<file path="config.mk">
export PLATFORM = sky130hd
export DESIGN_NAME = pipe_ctrl_unit
export DESIGN_NICKNAME = d
export VERILOG_FILES = /design/src/rtl/pipe_ctrl_unit.sv
export SDC_FILE = /design/constraint.sdc
export NUM_CORES = 1
export LEC_CHECK = 0
export ABC_AREA = 1
export CAP_MARGIN = 25
export CORE_ASPECT_RATIO = 0.8
export CORE_MARGIN = 5
export CORE_UTILIZATION = 45
export CTS_CLUSTER_SIZE = 28
export DETAILED_ROUTE_END_ITERATION = 10
export PLACE_DENSITY = 0.84
export SLEW_MARGIN = 10
export SYNTH_ARGS = -nofsm -noshare
export SYNTH_HDL_FRONTEND = slang
export SYNTH_SLANG_ARGS = --single-unit
</file>
<file path="constraint.sdc">
create_clock -name CLK -period 5.07 [get_ports CLK]
set_input_delay 1.014 -clock CLK [delete_from_list [all_inputs] [get_ports CLK]]
set_output_delay 1.014 -clock CLK [all_outputs]
set_load 0.03 [all_outputs]
</file>
<file path="src/rtl/pipe_ctrl_unit.sv">
// pipe_ctrl_unit: RV32I decode plus ID/EX/MEM/WB control pipeline with hazard stall, flush and illegal trap.
// Define PIPE_CTRL_FWD_EN to switch from the stall-only policy to the forwarding policy.
module pipe_ctrl_unit #(
  parameter int REG_AW = 5,
  parameter int BE_W = 4,
  parameter bit RF_WRITE_THROUGH = 1'b1,
  localparam int CTRL_W = 17 + BE_W
) (
  input  logic              CLK,
  input  logic              RSTn,
  input  logic [31:0]       ID_INSTR,
  input  logic              ID_VALID,
  input  logic              EX_TAKEN,
  output logic              STALL,
  output logic              FLUSH,
  output logic [CTRL_W-1:0] EX_CTRL,
  output logic [CTRL_W-1:0] MEM_CTRL,
  output logic [CTRL_W-1:0] WB_CTRL,
  output logic [REG_AW-1:0] EX_RD,
  output logic [REG_AW-1:0] MEM_RD,
  output logic [REG_AW-1:0] WB_RD,
  output logic [1:0]        FWD_A,
  output logic [1:0]        FWD_B,
  output logic              ILLEGAL
);
  localparam logic [CTRL_W-1:0] BUBBLE = CTRL_W'(8'h80);
  logic [6:0] opc;
  logic [2:0] f3;
  logic [3:0] alu_op;
  logic src_a, src_b, jmp, br, ld, mrd, mwen, we, legal, use1, use2;
  logic [1:0] rw, op_src;
  logic [BE_W-1:0] be_sz, mbe;
  logic [CTRL_W-1:0] dec_ctrl;
  logic [REG_AW-1:0] dec_rd, rs1, rs2;
  logic ex_live, mem_live, wb_live, hazard, take;
  logic unused_bits;
  assign opc = ID_INSTR[6:0];
  assign f3 = ID_INSTR[14:12];
  assign unused_bits = ^{ID_INSTR[31], ID_INSTR[29:25]};
  assign be_sz = f3[1:0] == 2'b00 ? BE_W'(4'h1) :
                 f3[1:0] == 2'b01 ? BE_W'(4'h3) :
                 f3[1:0] == 2'b10 ? BE_W'(4'hf) : '0;
  always_comb begin
    alu_op = '0;
    src_a = 1'b0;
    src_b = 1'b0;
    jmp = 1'b0;
    br = 1'b0;
    ld = 1'b0;
    mrd = 1'b0;
    mwen = 1'b1;
    mbe = '0;
    rw = 2'b00;
    op_src = 2'b00;
    we = 1'b0;
    legal = 1'b1;
    use1 = 1'b0;
    use2 = 1'b0;
    case (opc)
      7'b1101111: begin src_b = 1'b1; jmp = 1'b1; we = 1'b1; end
      7'b1100111: begin src_a = 1'b1; src_b = 1'b1; jmp = 1'b1; we = 1'b1; use1 = 1'b1; end
      7'b1100011: begin alu_op = {1'b0, f3}; src_b = 1'b1; br = 1'b1; op_src = 2'b10; use1 = 1'b1; use2 = 1'b1; end
      7'b0000011: begin src_a = 1'b1; src_b = 1'b1; ld = 1'b1; mrd = 1'b1; rw = 2'b01; we = 1'b1; mbe = be_sz; use1 = 1'b1; end
      7'b0100011: begin src_a = 1'b1; src_b = 1'b1; mwen = 1'b0; op_src = 2'b01; mbe = be_sz; use1 = 1'b1; use2 = 1'b1; end
      7'b0010011: begin alu_op = {f3 == 3'b101 && ID_INSTR[30], f3}; src_a = 1'b1; src_b = 1'b1; rw = 2'b10; we = 1'b1; use1 = 1'b1; end
      7'b0110011: begin alu_op = {ID_INSTR[30], f3}; src_a = 1'b1; rw = 2'b10; we = 1'b1; use1 = 1'b1; use2 = 1'b1; end
      7'b0110111: begin rw = 2'b11; we = 1'b1; end
      7'b0010111: begin src_b = 1'b1; rw = 2'b10; we = 1'b1; end
      default: legal = 1'b0;
    endcase
  end
  assign dec_ctrl = {alu_op, src_a, src_b, jmp, br, ld, mbe, mwen, mrd, rw, op_src, we, legal};
  assign dec_rd = we ? REG_AW'(ID_INSTR[11:7]) : '0;
  assign rs1 = use1 ? REG_AW'(ID_INSTR[19:15]) : '0;
  assign rs2 = use2 ? REG_AW'(ID_INSTR[24:20]) : '0;
  assign ex_live = EX_CTRL[0] & EX_CTRL[1];
  assign mem_live = MEM_CTRL[0] & MEM_CTRL[1];
  assign wb_live = WB_CTRL[0] & WB_CTRL[1];
  function automatic logic hit(input logic [REG_AW-1:0] rs, input logic [REG_AW-1:0] rd, input logic live);
    return live && rs != '0 && rs == rd;
  endfunction
`ifdef PIPE_CTRL_FWD_EN
  logic [REG_AW-1:0] ex_rs1, ex_rs2;
  function automatic logic [1:0] fwd(input logic [REG_AW-1:0] rs);
    return hit(rs, MEM_RD, mem_live) ? 2'b01 : hit(rs, WB_RD, wb_live) ? 2'b10 : 2'b00;
  endfunction
  always_ff @(posedge CLK or negedge RSTn)
    if (!RSTn) begin
      ex_rs1 <= '0;
      ex_rs2 <= '0;
    end else begin
      ex_rs1 <= take ? rs1 : '0;
      ex_rs2 <= take ? rs2 : '0;
    end
  // Only a load still in EX cannot be forwarded in time.
  assign hazard = EX_CTRL[8+BE_W] && (hit(rs1, EX_RD, ex_live) || hit(rs2, EX_RD, ex_live));
  assign FWD_A = fwd(ex_rs1);
  assign FWD_B = fwd(ex_rs2);
`else
  assign hazard = hit(rs1, EX_RD, ex_live) || hit(rs2, EX_RD, ex_live) ||
                  hit(rs1, MEM_RD, mem_live) || hit(rs2, MEM_RD, mem_live) ||
                  (!RF_WRITE_THROUGH && (hit(rs1, WB_RD, wb_live) || hit(rs2, WB_RD, wb_live)));
  assign FWD_A = 2'b00;
  assign FWD_B = 2'b00;
`endif
  assign FLUSH = EX_TAKEN;
  assign STALL = ID_VALID && !EX_TAKEN && hazard;
  assign take = ID_VALID && !FLUSH && !STALL;
  always_ff @(posedge CLK or negedge RSTn)
    if (!RSTn) begin
      EX_CTRL <= BUBBLE;
      MEM_CTRL <= BUBBLE;
      WB_CTRL <= BUBBLE;
      EX_RD <= '0;
      MEM_RD <= '0;
      WB_RD <= '0;
      ILLEGAL <= 1'b0;
    end else begin
      EX_CTRL <= take ? dec_ctrl : BUBBLE;
      EX_RD <= take ? dec_rd : '0;
      MEM_CTRL <= EX_CTRL;
      MEM_RD <= EX_RD;
      WB_CTRL <= MEM_CTRL;
      WB_RD <= MEM_RD;
      ILLEGAL <= ILLEGAL | (ID_VALID & ~EX_TAKEN & ~legal);
    end
endmodule

</file>
==> flow_summary.rst, run 1 <==
.. list-table::
   :header-rows: 1

   * - Metric
     - Value
   * - Result of the run
     - finished clean
   * - Buffer type at the clock tree root
     - sky130_fd_sc_hd__clkbuf_8
   * - Reg clk slew, reported paths
     - 0.08 ns
   * - Family with the most delay on the worst path
     - simple AND/OR/NAND/NOR gates
   * - Overall power consumption
     - 1.08 mW
   * - Slew Limit Headroom
     - 0.572
   * - Gate count of the mapped netlist
     - 273
   * - Routed vias/inst
     - 4.68
   * - Net switching fraction of the power
     - 0.237
   * - Antenna violations before repair
     - 0
   * - Setup crit start
     - ID_INSTR[4]
   * - Fillers
     - 445
   * - Cell depth of the worst flop-to-flop path
     - 8
   * - Worst path required time
     - 4.06 ns
   * - Synthesis-stage register bit count
     - 70
   * - Arrival time at the worst endpoint
     - 3.51 ns
   * - Maximum Capacitance Violations
     - 0
   * - Crit path buf inv count
     - 3
   * - Wire length of the first global-routing pass
     - 10800 um
   * - Cell depth of the worst hold path
     - 0
   * - Worst-case clock skew
     - 0.00665 ns
   * - Proportion of layout cells with a drive suffix above 1
     - 0.140
   * - Share of synthesized area spent on multiplexers
     - 0
   * - Final standard cell count with taps included and fillers excluded
     - 468
   * - Psw
     - 0.257 mW
   * - Setup violators final
     - 0
   * - Row count
     - 25
   * - Peak per-stage delay on the critical path
     - 0.54 ns
   * - Main combinational cell family by area after synthesis
     - simple AND/OR/NAND/NOR gates
   * - Final ANT Viol Nets
     - 0
   * - Crit Path Class
     - in2out
   * - Post-placement cell count
     - 451
   * - Kind of start point of the critical path
     - input port
   * - Complex-gate fraction of the synthesized area
     - 0.0332
   * - Area delta synth->final
     - 45.9%
   * - Overall global routing resource usage
     - 0.175
   * - Destination of the critical timing path
     - STALL
   * - Gr ovfl total
     - 0
   * - Cell leakage power
     - 1.94 nW
   * - Total number of yosys warnings
     - 0
   * - Worst-Margin Slew
     - 0.641 ns
   * - Cell mode on critical path
     - sky130_fd_sc_hd__nand2_1
   * - Post-Route Hold Slack
     - 0.371 ns
   * - Power per unit of standard cell area
     - 262 nW/um^2
   * - Placement-stage cell area
     - 3910 um^2
   * - Synth Area in XOR/XNOR
     - 0.00929
   * - Area of the mapped netlist
     - 2830 um^2
   * - Endpoints failing hold
     - 0
   * - Iter 0 DRT Violations
     - 111
   * - Sequential cell area fraction in the yosys report
     - 0.621
   * - Fraction of the mapped netlist area in simple logic gates
     - 0.241
   * - Final HPWL DP
     - 5090 um
   * - Vias post-DR
     - 2188
   * - CTS buffer count
     - 9
   * - Most common cell after layout, fill and taps aside
     - sky130_fd_sc_hd__clkdlybuf4s50_1
   * - Average wire length per cell after detail routing
     - 14.1 um
   * - Largest net degree at the start of global routing
     - 43
   * - Count of boundary I/O pins
     - 121
   * - # H-tree levels
     - 3
   * - Deepest clock path buffer count
     - 2
   * - Area of the die
     - 7980 um^2
   * - Number of cells on the critical path
     - 14
   * - CTS tree
     - yes
   * - Overall die height
     - 80.9 um
   * - Number of distinct library cells after synthesis
     - 29
   * - Peak Freq
     - 221 MHz
   * - Period Utilization, post-route
     - 0.892
   * - Routability Congestion
     - 0.910
   * - Min setup slack post-route
     - 0.545 ns
   * - Length of the first detailed-routing pass in iterations
     - 4
   * - CTS Sinks
     - 70
   * - Horizontal die dimension
     - 98.6 um
   * - Clk pwr share
     - 0.403
   * - Clock Latency Late Sink
     - 0.34 ns
   * - Core Box Area
     - 6010 um^2
   * - Via count of the first global-routing pass
     - 2220
   * - Pre-CTS setup slack
     - 0.240 ns
   * - Number of pins with negative max-slew slack in the final report
     - 0
   * - Post-synthesis average cell area
     - 10.4 um^2
   * - Worst-path cell chain
     - clkdlybuf4s50_1, inv_2, nor2_4, nand3_1, nand4_4, nand2_1, nand2_1, nand2_1, nor2_1, nand3_1, nand2_1, nand2_2, a21boi_0, dlymetal6s2s_1
   * - Gate power share
     - 0.076
   * - Peak fanout along the critical path
     - 19
   * - Relative contribution of sequential cells to total power
     - 0.521
   * - Slack of the worst reg-to-reg path
     - 3.18 ns
   * - Synth Area in Adders
     - 0.0133
   * - Final antenna diode count
     - 0
   * - Post-layout nets
     - 421
   * - Worst-case vdd ir drop
     - 0.151 mV
   * - Final core occ
     - 0.687
   * - Path type of the worst min-delay path
     - reg2reg
   * - Critical register-to-register path startpoint
     - MEM_RD[1]$_DFF_PN0_
   * - Setup repair after global routing missed its margin
     - no
   * - Total non-filler cell area in the finished layout
     - 4130 um^2
   * - Port buffer count
     - 110
   * - Final critical-path required period
     - 4.52 ns
   * - Initial standard-cell utilization of the core
     - 0.471
   * - Crit. End Element
     - output port
   * - End of the worst register-to-register path
     - EX_CTRL[4]$_DFF_PN0_
   * - Setup tns final
     - 0 ns
   * - DR DRC count
     - 0
   * - Setup Buffers After CTS
     - 0
   * - Commonest non-fill, non-tap cells in the layout
     - sky130_fd_sc_hd__clkdlybuf4s50_1, sky130_fd_sc_hd__dfrtp_1, sky130_fd_sc_hd__nand2_1
   * - Total Wirelength
     - 6580 um
   * - Cell with the biggest individual delay on the critical path
     - sky130_fd_sc_hd__clkdlybuf4s50_1
   * - Internal power
     - 0.824 mW
==> power groups by stage <==
stage          registers, mW  logic, mW  clock network (mW)
3_3_place_gp           0.573     0.0794                   0
5_1_grt                0.563     0.0909               0.476
4_1_cts                0.563     0.0813               0.451
6_report               0.563     0.0825               0.436
2_1_floorplan          0.579     0.0324                   0
3_5_place_dp           0.573     0.0810                   0
==> cells by family (layout without fill, tap and decap cells) <==
group / after synthesis / count (layout)
xor gates and xnor gates: 3 / 3
DFF: 70 / 70
other: 1 / 4
buffers and inverters: 41 / 152
AOI/OAI and AO/OA: 15 / 15
and+or+nand+nor: 140 / 140
adders and majority gates: 3 / 3
==> cells in the mapped netlist (all sizes together) <==
cell	n	share of area
nor2	45	0.084
nand4	6	0.019
dfstp	3	0.028
xor2	3	0.0093
conb	1	0.0013
a31oi	1	0.0022
a21oi	5	0.013
nand2	69	0.098
dfrtp	67	0.59
inv	24	0.032
nand3	13	0.025
a21boi	1	0.0027
nand3b	5	0.013
nor3	2	0.0035
o21ai	6	0.011
ha	3	0.013
a21o	1	0.0027
buf	17	0.049
o22ai	1	0.0022
==> flip-flops by register name (all words and copies together) (netlist names) <==
signal    count
ILLEGAL       1
MEM_RD        5
WB_CTRL      18
MEM_CTRL     18
EX_CTRL      18
WB_RD         5
EX_RD         5
==> routing by layer <==
metal / track usage / wire [um]
met4: 0.0696 / 130
met2: 0.282 / 3210
met5: 0 / 0
met3: 0.0704 / 574
met1: 0.212 / 2660
==> worst min path at each step <==
stage                               start                    end
global route         EX_CTRL[7]$_DFF_PN1_  MEM_CTRL[7]$_DFF_PN1_
finish               EX_CTRL[7]$_DFF_PN1_  MEM_CTRL[7]$_DFF_PN1_
CTS                  EX_CTRL[7]$_DFF_PN1_  MEM_CTRL[7]$_DFF_PN1_
detailed placement  MEM_CTRL[9]$_DFF_PN0_   WB_CTRL[9]$_DFF_PN0_
floorplan            EX_CTRL[7]$_DFF_PN1_  MEM_CTRL[7]$_DFF_PN1_
global placement    MEM_CTRL[7]$_DFF_PN1_   WB_CTRL[7]$_DFF_PN1_
==> what timing repair did <==
action | 4_1_cts | 5_1_grt
setup endpoints to repair | 0 | 1
hold endpoints to repair | 0 | 0
hold buffers | 0 | 0
gates resized for setup | 0 | 1
==> final cells by class <==
| type | count | area (um^2) | area share |
|---|---|---|---|
| well taps | 81 | 101 | 0.0246 |
| multi-input cells | 165 | 856 | 0.207 |
| clock buffers | 10 | 128 | 0.0309 |
| repair buffers | 112 | 1130 | 0.273 |
| inverters | 24 | 90.1 | 0.0218 |
| clock inverters | 6 | 70.1 | 0.0170 |
| flip-flops and latches | 70 | 1760 | 0.425 |
(Power assumes the default switching activity.)
==> run 2, diff against run 1 <==
- CORE_MARGIN: 5 -> 10
- CORE_UTILIZATION: 45 -> 42
- PLACE_DENSITY: 0.84 -> 0.8
- clock period: 5.07 -> 4.56 ns (I/O delays scaled with it)
==> run 2 against run 1 <==
Compared with the run above: register-to-register slack worse by 0.56 ns; utilization decreased by 4.3 points; cell count grew 1.1%; flip-flop and latch count is the same; sequential share of layout area down 0.43 points; die area is 31% higher; clock power increased by 25%; first-iteration DRC count up 50%; sequential power up 11%; critical endpoint unchanged; highest routed layer unchanged.
==> flow_summary.rst, run 2 (synthesis gave the netlist of run 1 again) <==
.. list-table::
   :header-rows: 1

   * - Metric
     - Value
   * - Result of the run
     - finished clean (unchanged)
   * - Overall die height
     - 93.4 um (was 80.9 um)
   * - Antenna violations before repair
     - 0 (unchanged)
   * - Setup violators final
     - 0 (unchanged)
   * - Peak fanout along the critical path
     - 19 (unchanged)
   * - Cell depth of the worst flop-to-flop path
     - 8 (unchanged)
   * - Cell leakage power
     - 1.96 nW (was 1.94 nW)
   * - Vias post-DR
     - 2205 (was 2188)
   * - Post-Route Hold Slack
     - 0.367 ns (was 0.371 ns)
   * - Setup Buffers After CTS
     - 0 (unchanged)
   * - Row count
     - 26 (was 25)
   * - Count of boundary I/O pins
     - 121 (unchanged)
   * - Setup tns final
     - 0 ns (unchanged)
   * - Commonest non-fill, non-tap cells in the layout
     - sky130_fd_sc_hd__clkdlybuf4s50_1, sky130_fd_sc_hd__dfrtp_1, sky130_fd_sc_hd__nand2_1 (unchanged)
   * - Overall global routing resource usage
     - 0.136 (was 0.175)
   * - Net switching fraction of the power
     - 0.229 (was 0.237)
   * - Slack of the worst reg-to-reg path
     - 2.62 ns (was 3.18 ns)
   * - Critical register-to-register path startpoint
     - EX_RD[1]$_DFF_PN0_ (was MEM_RD[1]$_DFF_PN0_)
   * - Most common cell after layout, fill and taps aside
     - sky130_fd_sc_hd__clkdlybuf4s50_1 (unchanged)
   * - Global-route track usage on met2
     - 0.225 (was 0.282)
   * - Reg clk slew, reported paths
     - 0.07 ns (was 0.08 ns)
   * - Core Box Area
     - 6470 um^2 (was 6010 um^2)
   * - Gate power share
     - 0.073 (was 0.076)
   * - Worst-Margin Slew
     - 0.642 ns (was 0.641 ns)
   * - Worst-case clock skew
     - 0.00529 ns (was 0.00665 ns)
   * - DR DRC count
     - 0 (unchanged)
   * - Peak Freq
     - 241 MHz
   * - Deepest clock path buffer count
     - 2 (unchanged)
   * - WHS Endpoint
     - WB_CTRL[7]$_DFF_PN1_ (was MEM_CTRL[7]$_DFF_PN1_)
   * - Final antenna diode count
     - 0 (unchanged)
   * - Maximum Capacitance Violations
     - 0 (unchanged)
   * - Final HPWL DP
     - 5670 um (was 5090 um)
   * - CTS buffer count
     - 9 (unchanged)
   * - Initial standard-cell utilization of the core
     - 0.437 (was 0.471)
   * - # H-tree levels
     - 3 (unchanged)
   * - Post-layout nets
     - 423 (was 421)
   * - Worst-case vdd ir drop
     - 0.173 mV (was 0.151 mV)
   * - Cell depth of the worst hold path
     - 0 (unchanged)
   * - Final ANT Viol Nets
     - 0 (unchanged)
   * - Setup crit start
     - ID_INSTR[5] (was ID_INSTR[4])
   * - Length of the first detailed-routing pass in iterations
     - 4 (unchanged)
   * - Internal power
     - 0.974 mW (was 0.824 mW)
   * - Power per unit of standard cell area
     - 303 nW/um^2 (was 262 nW/um^2)
   * - Via count of the first global-routing pass
     - 2244 (was 2220)
   * - Crit Path Class
     - in2out (unchanged)
   * - Fillers
     - 528 (was 445)
   * - Registers with the highest flip-flop counts
     - EX_CTRL: 18 flops, MEM_CTRL: 18 flops, WB_CTRL: 18 flops (unchanged)
   * - Crit. End Element
     - output port (unchanged)
   * - Arrival time at the worst endpoint
     - 3.23 ns (was 3.51 ns)
   * - Port buffer count
     - 110 (unchanged)
   * - Period Utilization, post-route
     - 0.908
   * - Area delta synth->final
     - 47.4% (was 45.9%)
   * - CTS tree
     - yes (unchanged)
   * - CTS Sinks
     - 70 (unchanged)
   * - Slew Limit Headroom
     - 0.572 (about the same)
   * - End of the worst register-to-register path
     - EX_CTRL[20]$_DFF_PN0_ (was EX_CTRL[4]$_DFF_PN0_)
   * - Area occupied by multi-input gates
     - 856 um^2 (unchanged)
   * - Final critical-path required period
     - 4.14 ns
   * - Kind of start point of the critical path
     - input port (unchanged)
   * - Number of pins with negative max-slew slack in the final report
     - 0 (unchanged)
   * - Routed vias/inst
     - 4.66 (was 4.68)
   * - Largest net degree at the start of global routing
     - 44 (was 43)
   * - Overall power consumption
     - 1.26 mW (was 1.08 mW)
   * - Proportion of layout cells with a drive suffix above 1
     - 0.144 (was 0.140)
   * - Clock Latency Late Sink
     - 0.33 ns (was 0.34 ns)
   * - Total non-filler cell area in the finished layout
     - 4170 um^2 (was 4130 um^2)
   * - Setup repair after global routing missed its margin
     - no (unchanged)
   * - Relative contribution of sequential cells to total power
     - 0.495 (was 0.521)
   * - Met3 global-route usage
     - 0.0530 (was 0.0704)
   * - Average wire length per cell after detail routing
     - 14.9 um (was 14.1 um)
   * - Clk pwr share
     - 0.432 (was 0.403)
   * - Path type of the worst min-delay path
     - reg2reg (unchanged)
   * - Psw
     - 0.290 mW (was 0.257 mW)
   * - Placement-stage cell area
     - 3930 um^2 (was 3910 um^2)
   * - Global route hottest layer
     - met2 (unchanged)
   * - Area of the die
     - 10400 um^2 (was 7980 um^2)
   * - Min-delay src
     - MEM_CTRL[7]$_DFF_PN1_ (was EX_CTRL[7]$_DFF_PN1_)
   * - Buffer type at the clock tree root
     - sky130_fd_sc_hd__clkbuf_8 (unchanged)
   * - Routability Congestion
     - 0.876 (was 0.910)
   * - Horizontal die dimension
     - 112 um (was 98.6 um)
   * - Worst path required time
     - 3.65 ns (was 4.06 ns)
   * - Total Wirelength
     - 7040 um (was 6580 um)
   * - Iter 0 DRT Violations
     - 167 (was 111)
   * - Gr ovfl total
     - 0 (unchanged)
   * - Met1 global-route usage
     - 0.156 (was 0.212)
   * - Total area of sequential cells
     - 1760 um^2 (unchanged)
   * - Wire length of the first global-routing pass
     - 11500 um (was 10800 um)
   * - Endpoints failing hold
     - 0 (unchanged)
run 2: cell count changes in the layout (fill, tap and decap cells not counted):
cell                         change
sky130_fd_sc_hd__buf_4           +2
sky130_fd_sc_hd__bufinv_16       +1
sky130_fd_sc_hd__clkinvlp_4      -2
sky130_fd_sc_hd__inv_6           +1
run 2: timing repair:
action | in CTS | in global routing
setup endpoints to repair | 0 | 1
hold buffers | 0 | 0
resized for setup | 0 | 1
run 2: how the worst max path moves through the flow:
stage,to,slack (ns),depth (start not counted)
after floorplan,STALL,0.95,14
after global placement,STALL,0.04,14
after detailed placement,STALL,0.05,14
after CTS,STALL,0.03,14
after global routing,STALL,0.22,15
final,STALL,0.42,14
run 2: critical path: stages:
cell and delay (ns):
sky130_fd_sc_hd__clkdlybuf4s50_1 0.60, sky130_fd_sc_hd__nand2_2 0.13, sky130_fd_sc_hd__nor2_2 0.16, sky130_fd_sc_hd__nand2_2 0.09, sky130_fd_sc_hd__nand4_4 0.21, sky130_fd_sc_hd__nand2_1 0.13
sky130_fd_sc_hd__nand2_1 0.08, sky130_fd_sc_hd__nand2_1 0.05, sky130_fd_sc_hd__nor2_1 0.09, sky130_fd_sc_hd__nand3_1 0.07, sky130_fd_sc_hd__nand2_1 0.08, sky130_fd_sc_hd__nand2_2 0.07
sky130_fd_sc_hd__a21boi_0 0.21, sky130_fd_sc_hd__dlymetal6s2s_1 0.33
run 2: power by group through the flow:
| stage | registers, mW | clock network (mW) | logic [mW] |
|---|---|---|---|
| 4_1_cts | 0.625 | 0.561 | 0.0912 |
| 2_1_floorplan | 0.644 | 0 | 0.0360 |
| 3_5_place_dp | 0.638 | 0 | 0.0908 |
| 5_1_grt | 0.626 | 0.590 | 0.102 |
| 6_report | 0.626 | 0.546 | 0.0924 |
| 3_3_place_gp | 0.637 | 0 | 0.0891 |
run 2: cell type report:
type / instances / area share
sequential: 70 / 0.421
timing repair buffer: 114 / 0.274
multi-input combinational: 165 / 0.205
clock buffer: 10 / 0.0306
tap: 84 / 0.0252
clock inverter: 6 / 0.0225
inverter: 24 / 0.0216
run 2: stage by stage:
stage / setup slack [ns] / cells / util
final: 0.419 / 473 / 0.644
after global routing: 0.216 / 473 / 0.644
after floorplan: 0.945 / 276 / -
after global placement: 0.0426 / 456 / 0.606
after CTS: 0.0312 / 472 / 0.641
after detailed placement: 0.0531 / 456 / 0.606
run 2: per-layer routing:
metal,routed length (um),part of all wire,vias to the layer above
li1,-,-,1061
met5,0,0,-
met4,89,0.013,0
met1,2870,0.41,1033
met3,637,0.091,8
met2,3440,0.49,103
==> run 3, diff against run 2 <==
- CORE_ASPECT_RATIO: 0.8 -> 0.75
- PLACE_DENSITY: 0.8 -> 0.78
==> run 3 against run 2 <==
Compared with the run above: sequential power is essentially flat; count of clock-buffer cells in the layout rose by 1; cell count fell by 1.1%; register-to-register slack improved by 0.03 ns; critical path depth is the same; power up 0.17%; largest power group unchanged; highest routed layer unchanged.
==> flow_summary.rst, run 3 (synthesis gave the netlist of run 1 again) <==
.. list-table::
   :header-rows: 1

   * - Metric
     - Value
   * - Result of the run
     - finished clean (unchanged)
   * - Via count of the first global-routing pass
     - 2189 (was 2244)
   * - Maximum Capacitance Violations
     - 0 (unchanged)
   * - Gr ovfl total
     - 0 (unchanged)
   * - Initial standard-cell utilization of the core
     - 0.441 (was 0.437)
   * - Overall die height
     - 91.1 um (was 93.4 um)
   * - Arrival time at the worst endpoint
     - 3.23 ns (about the same)
   * - Post-layout nets
     - 421 (was 423)
   * - Post-CTS Hold Fix Bufs
     - 0 (unchanged)
   * - Wire length of the first global-routing pass
     - 11700 um (was 11500 um)
   * - CTS Sinks
     - 70 (unchanged)
   * - Commonest non-fill, non-tap cells in the layout
     - sky130_fd_sc_hd__clkdlybuf4s50_1, sky130_fd_sc_hd__dfrtp_1, sky130_fd_sc_hd__nand2_1 (unchanged)
   * - Deepest clock path buffer count
     - 2 (unchanged)
   * - Area delta synth->final
     - 46.4% (was 47.4%)
   * - Worst path required time
     - 3.65 ns (about the same)
   * - Buffer type at the clock tree root
     - sky130_fd_sc_hd__clkbuf_8 (unchanged)
   * - Slew Limit Headroom
     - 0.423 (was 0.572)
   * - Row count
     - 25 (was 26)
   * - Final HPWL DP
     - 5880 um (was 5670 um)
   * - Final ANT Viol Nets
     - 0 (unchanged)
   * - Worst-case clock skew
     - 0.00692 ns (was 0.00529 ns)
   * - Overall power consumption
     - 1.27 mW (was 1.26 mW)
   * - Horizontal die dimension
     - 115 um (was 112 um)
   * - Period Utilization, post-route
     - 0.909 (was 0.908)
   * - Length of the first detailed-routing pass in iterations
     - 4 (unchanged)
   * - Power per unit of standard cell area
     - 306 nW/um^2 (was 303 nW/um^2)
   * - Area of the die
     - 10500 um^2 (was 10400 um^2)
   * - Fillers
     - 505 (was 528)
   * - Worst-Margin Slew
     - 0.865 ns (was 0.642 ns)
   * - Slack of the worst reg-to-reg path
     - 2.65 ns (was 2.62 ns)
   * - Pre-CTS setup slack
     - 0.0503 ns (was 0.0531 ns)
   * - Crit Path Class
     - in2out (unchanged)
   * - Registers with the highest flip-flop counts
     - EX_CTRL: 18 flops, MEM_CTRL: 18 flops, WB_CTRL: 18 flops (unchanged)
   * - Total Wirelength
     - 7360 um (was 7040 um)
   * - Routed vias/inst
     - 4.63 (was 4.66)
   * - Antenna violations before repair
     - 0 (unchanged)
   * - Vias post-DR
     - 2167 (was 2205)
   * - Final antenna diode count
     - 0 (unchanged)
   * - Proportion of layout cells with a drive suffix above 1
     - 0.140 (was 0.144)
   * - Endpoints failing hold
     - 0 (unchanged)
   * - Setup tns final
     - 0 ns (unchanged)
   * - Port buffer count
     - 110 (unchanged)
   * - # H-tree levels
     - 3 (unchanged)
   * - Final critical-path required period
     - 4.14 ns (about the same)
   * - Crit. End Element
     - output port (unchanged)
   * - CTS tree
     - yes (unchanged)
   * - Path type of the worst min-delay path
     - reg2reg (unchanged)
   * - Clock Latency Late Sink
     - 0.34 ns (was 0.33 ns)
   * - Routability Congestion
     - 0.882 (was 0.876)
   * - Setup violators final
     - 0 (unchanged)
   * - Number of pins with negative max-slew slack in the final report
     - 0 (unchanged)
   * - Worst-case vdd ir drop
     - 0.173 mV (about the same)
   * - CTS buffer count
     - 9 (unchanged)
   * - DR DRC count
     - 0 (unchanged)
   * - Iter 0 DRT Violations
     - 138 (was 167)
   * - Average wire length per cell after detail routing
     - 15.7 um (was 14.9 um)
   * - Min setup slack post-route
     - 0.415 ns (was 0.419 ns)
   * - Reg clk slew, reported paths
     - 0.07 ns (about the same)
   * - Overall global routing resource usage
     - 0.140 (was 0.136)
   * - Peak fanout along the critical path
     - 19 (unchanged)
   * - Kind of start point of the critical path
     - input port (unchanged)
   * - Peak Freq
     - 241 MHz (about the same)
   * - Setup repair after global routing missed its margin
     - no (unchanged)
   * - Most common cell after layout, fill and taps aside
     - sky130_fd_sc_hd__clkdlybuf4s50_1 (unchanged)
   * - Cell leakage power
     - 1.95 nW (was 1.96 nW)
   * - Core Box Area
     - 6410 um^2 (was 6470 um^2)
   * - Largest net degree at the start of global routing
     - 40 (was 44)
   * - Count of boundary I/O pins
     - 121 (unchanged)
## run 3: changes by cell type in the layout (fill, tap and decap cells not counted)
| cell | before | now |
|---|---|---|
| sky130_fd_sc_hd__inv_6 | 2 | 0 |
| sky130_fd_sc_hd__buf_12 | 1 | 0 |
| sky130_fd_sc_hd__buf_4 | 3 | 2 |
| sky130_fd_sc_hd__clkbuf_8 | 9 | 10 |
| sky130_fd_sc_hd__clkinv_2 | 0 | 1 |
| sky130_fd_sc_hd__clkinv_4 | 1 | 2 |
| sky130_fd_sc_hd__clkinvlp_4 | 1 | 0 |
## run 3: metrics by stage
stage,instances,utilization,hold slack (ns),cell area [um^2]
6_report,468,0.646,0.368,4140
5_1_grt,468,0.646,0.371,4140
2_1_floorplan,276,-,0.425,2840
3_3_place_gp,452,0.610,0.355,3910
3_5_place_dp,452,0.610,0.359,3910
4_1_cts,468,0.645,0.370,4140
## run 3: final timing paths
path                                  startpoint               endpoint  depth (start not counted)
setup / recovery                     ID_INSTR[5]                  STALL                         14
hold / removal             MEM_CTRL[7]$_DFF_PN1_   WB_CTRL[7]$_DFF_PN1_                          0
setup reg to reg              EX_RD[1]$_DFF_PN0_  EX_CTRL[20]$_DFF_PN0_                          8
hold reg to reg            MEM_CTRL[7]$_DFF_PN1_   WB_CTRL[7]$_DFF_PN1_                          0
max in group asynchronous                   RSTn   EX_CTRL[7]$_DFF_PN1_                          2
min in group asynchronous                   RSTn     WB_RD[4]$_DFF_PN0_                          1
## run 3: timing repair
action,CTS,global route
hold endpoints to repair,0,0
resized for setup,0,1
setup buffers,0,0
setup endpoints to repair,0,1
## run 3: worst max-delay path, cell delays in order
cell	delay [ns]
sky130_fd_sc_hd__clkdlybuf4s50_1	0.59
sky130_fd_sc_hd__nand2_2	0.13
sky130_fd_sc_hd__nor2_2	0.17
sky130_fd_sc_hd__nand2_2	0.10
sky130_fd_sc_hd__nand4_4	0.22
sky130_fd_sc_hd__nand2_1	0.14
sky130_fd_sc_hd__nand2_1	0.08
sky130_fd_sc_hd__nand2_1	0.06
sky130_fd_sc_hd__nor2_1	0.11
sky130_fd_sc_hd__nand3_1	0.08
sky130_fd_sc_hd__nand2_1	0.07
sky130_fd_sc_hd__nand2_2	0.07
sky130_fd_sc_hd__a21boi_0	0.14
sky130_fd_sc_hd__dlymetal6s2s_1	0.35
## run 3: metal layers
| metal | track usage | vias to the layer above | part of all wire |
|---|---|---|---|
| met1 | 0.170 | 1001 | 0.41 |
| met3 | 0.0697 | 5 | 0.12 |
| met5 | 0 | - | 0 |
| met2 | 0.212 | 106 | 0.46 |
| met4 | 0.0401 | 0 | 0.0086 |
| li1 | - | 1055 | - |
## run 3: report_power, final
group          switching (mW)  internal (mW)  leakage [nW]
sequential            0.00210          0.624         0.961
combinational          0.0546         0.0362         0.879
clock                   0.226          0.324         0.113
total                   0.282          0.984          1.95
## run 3: area by class of cell
| cell class | count | area (um^2) | share of cell area |
|---|---|---|---|
| Clock inverter | 5 | 82.6 | 0.0199 |
| Clock buffer | 11 | 141 | 0.0341 |
| Multi-Input combinational cell | 165 | 856 | 0.207 |
| Tap cell | 81 | 101 | 0.0245 |
| Sequential cell | 70 | 1760 | 0.424 |
| Inverter | 24 | 90.1 | 0.0218 |
| Timing Repair Buffer | 112 | 1110 | 0.269 |
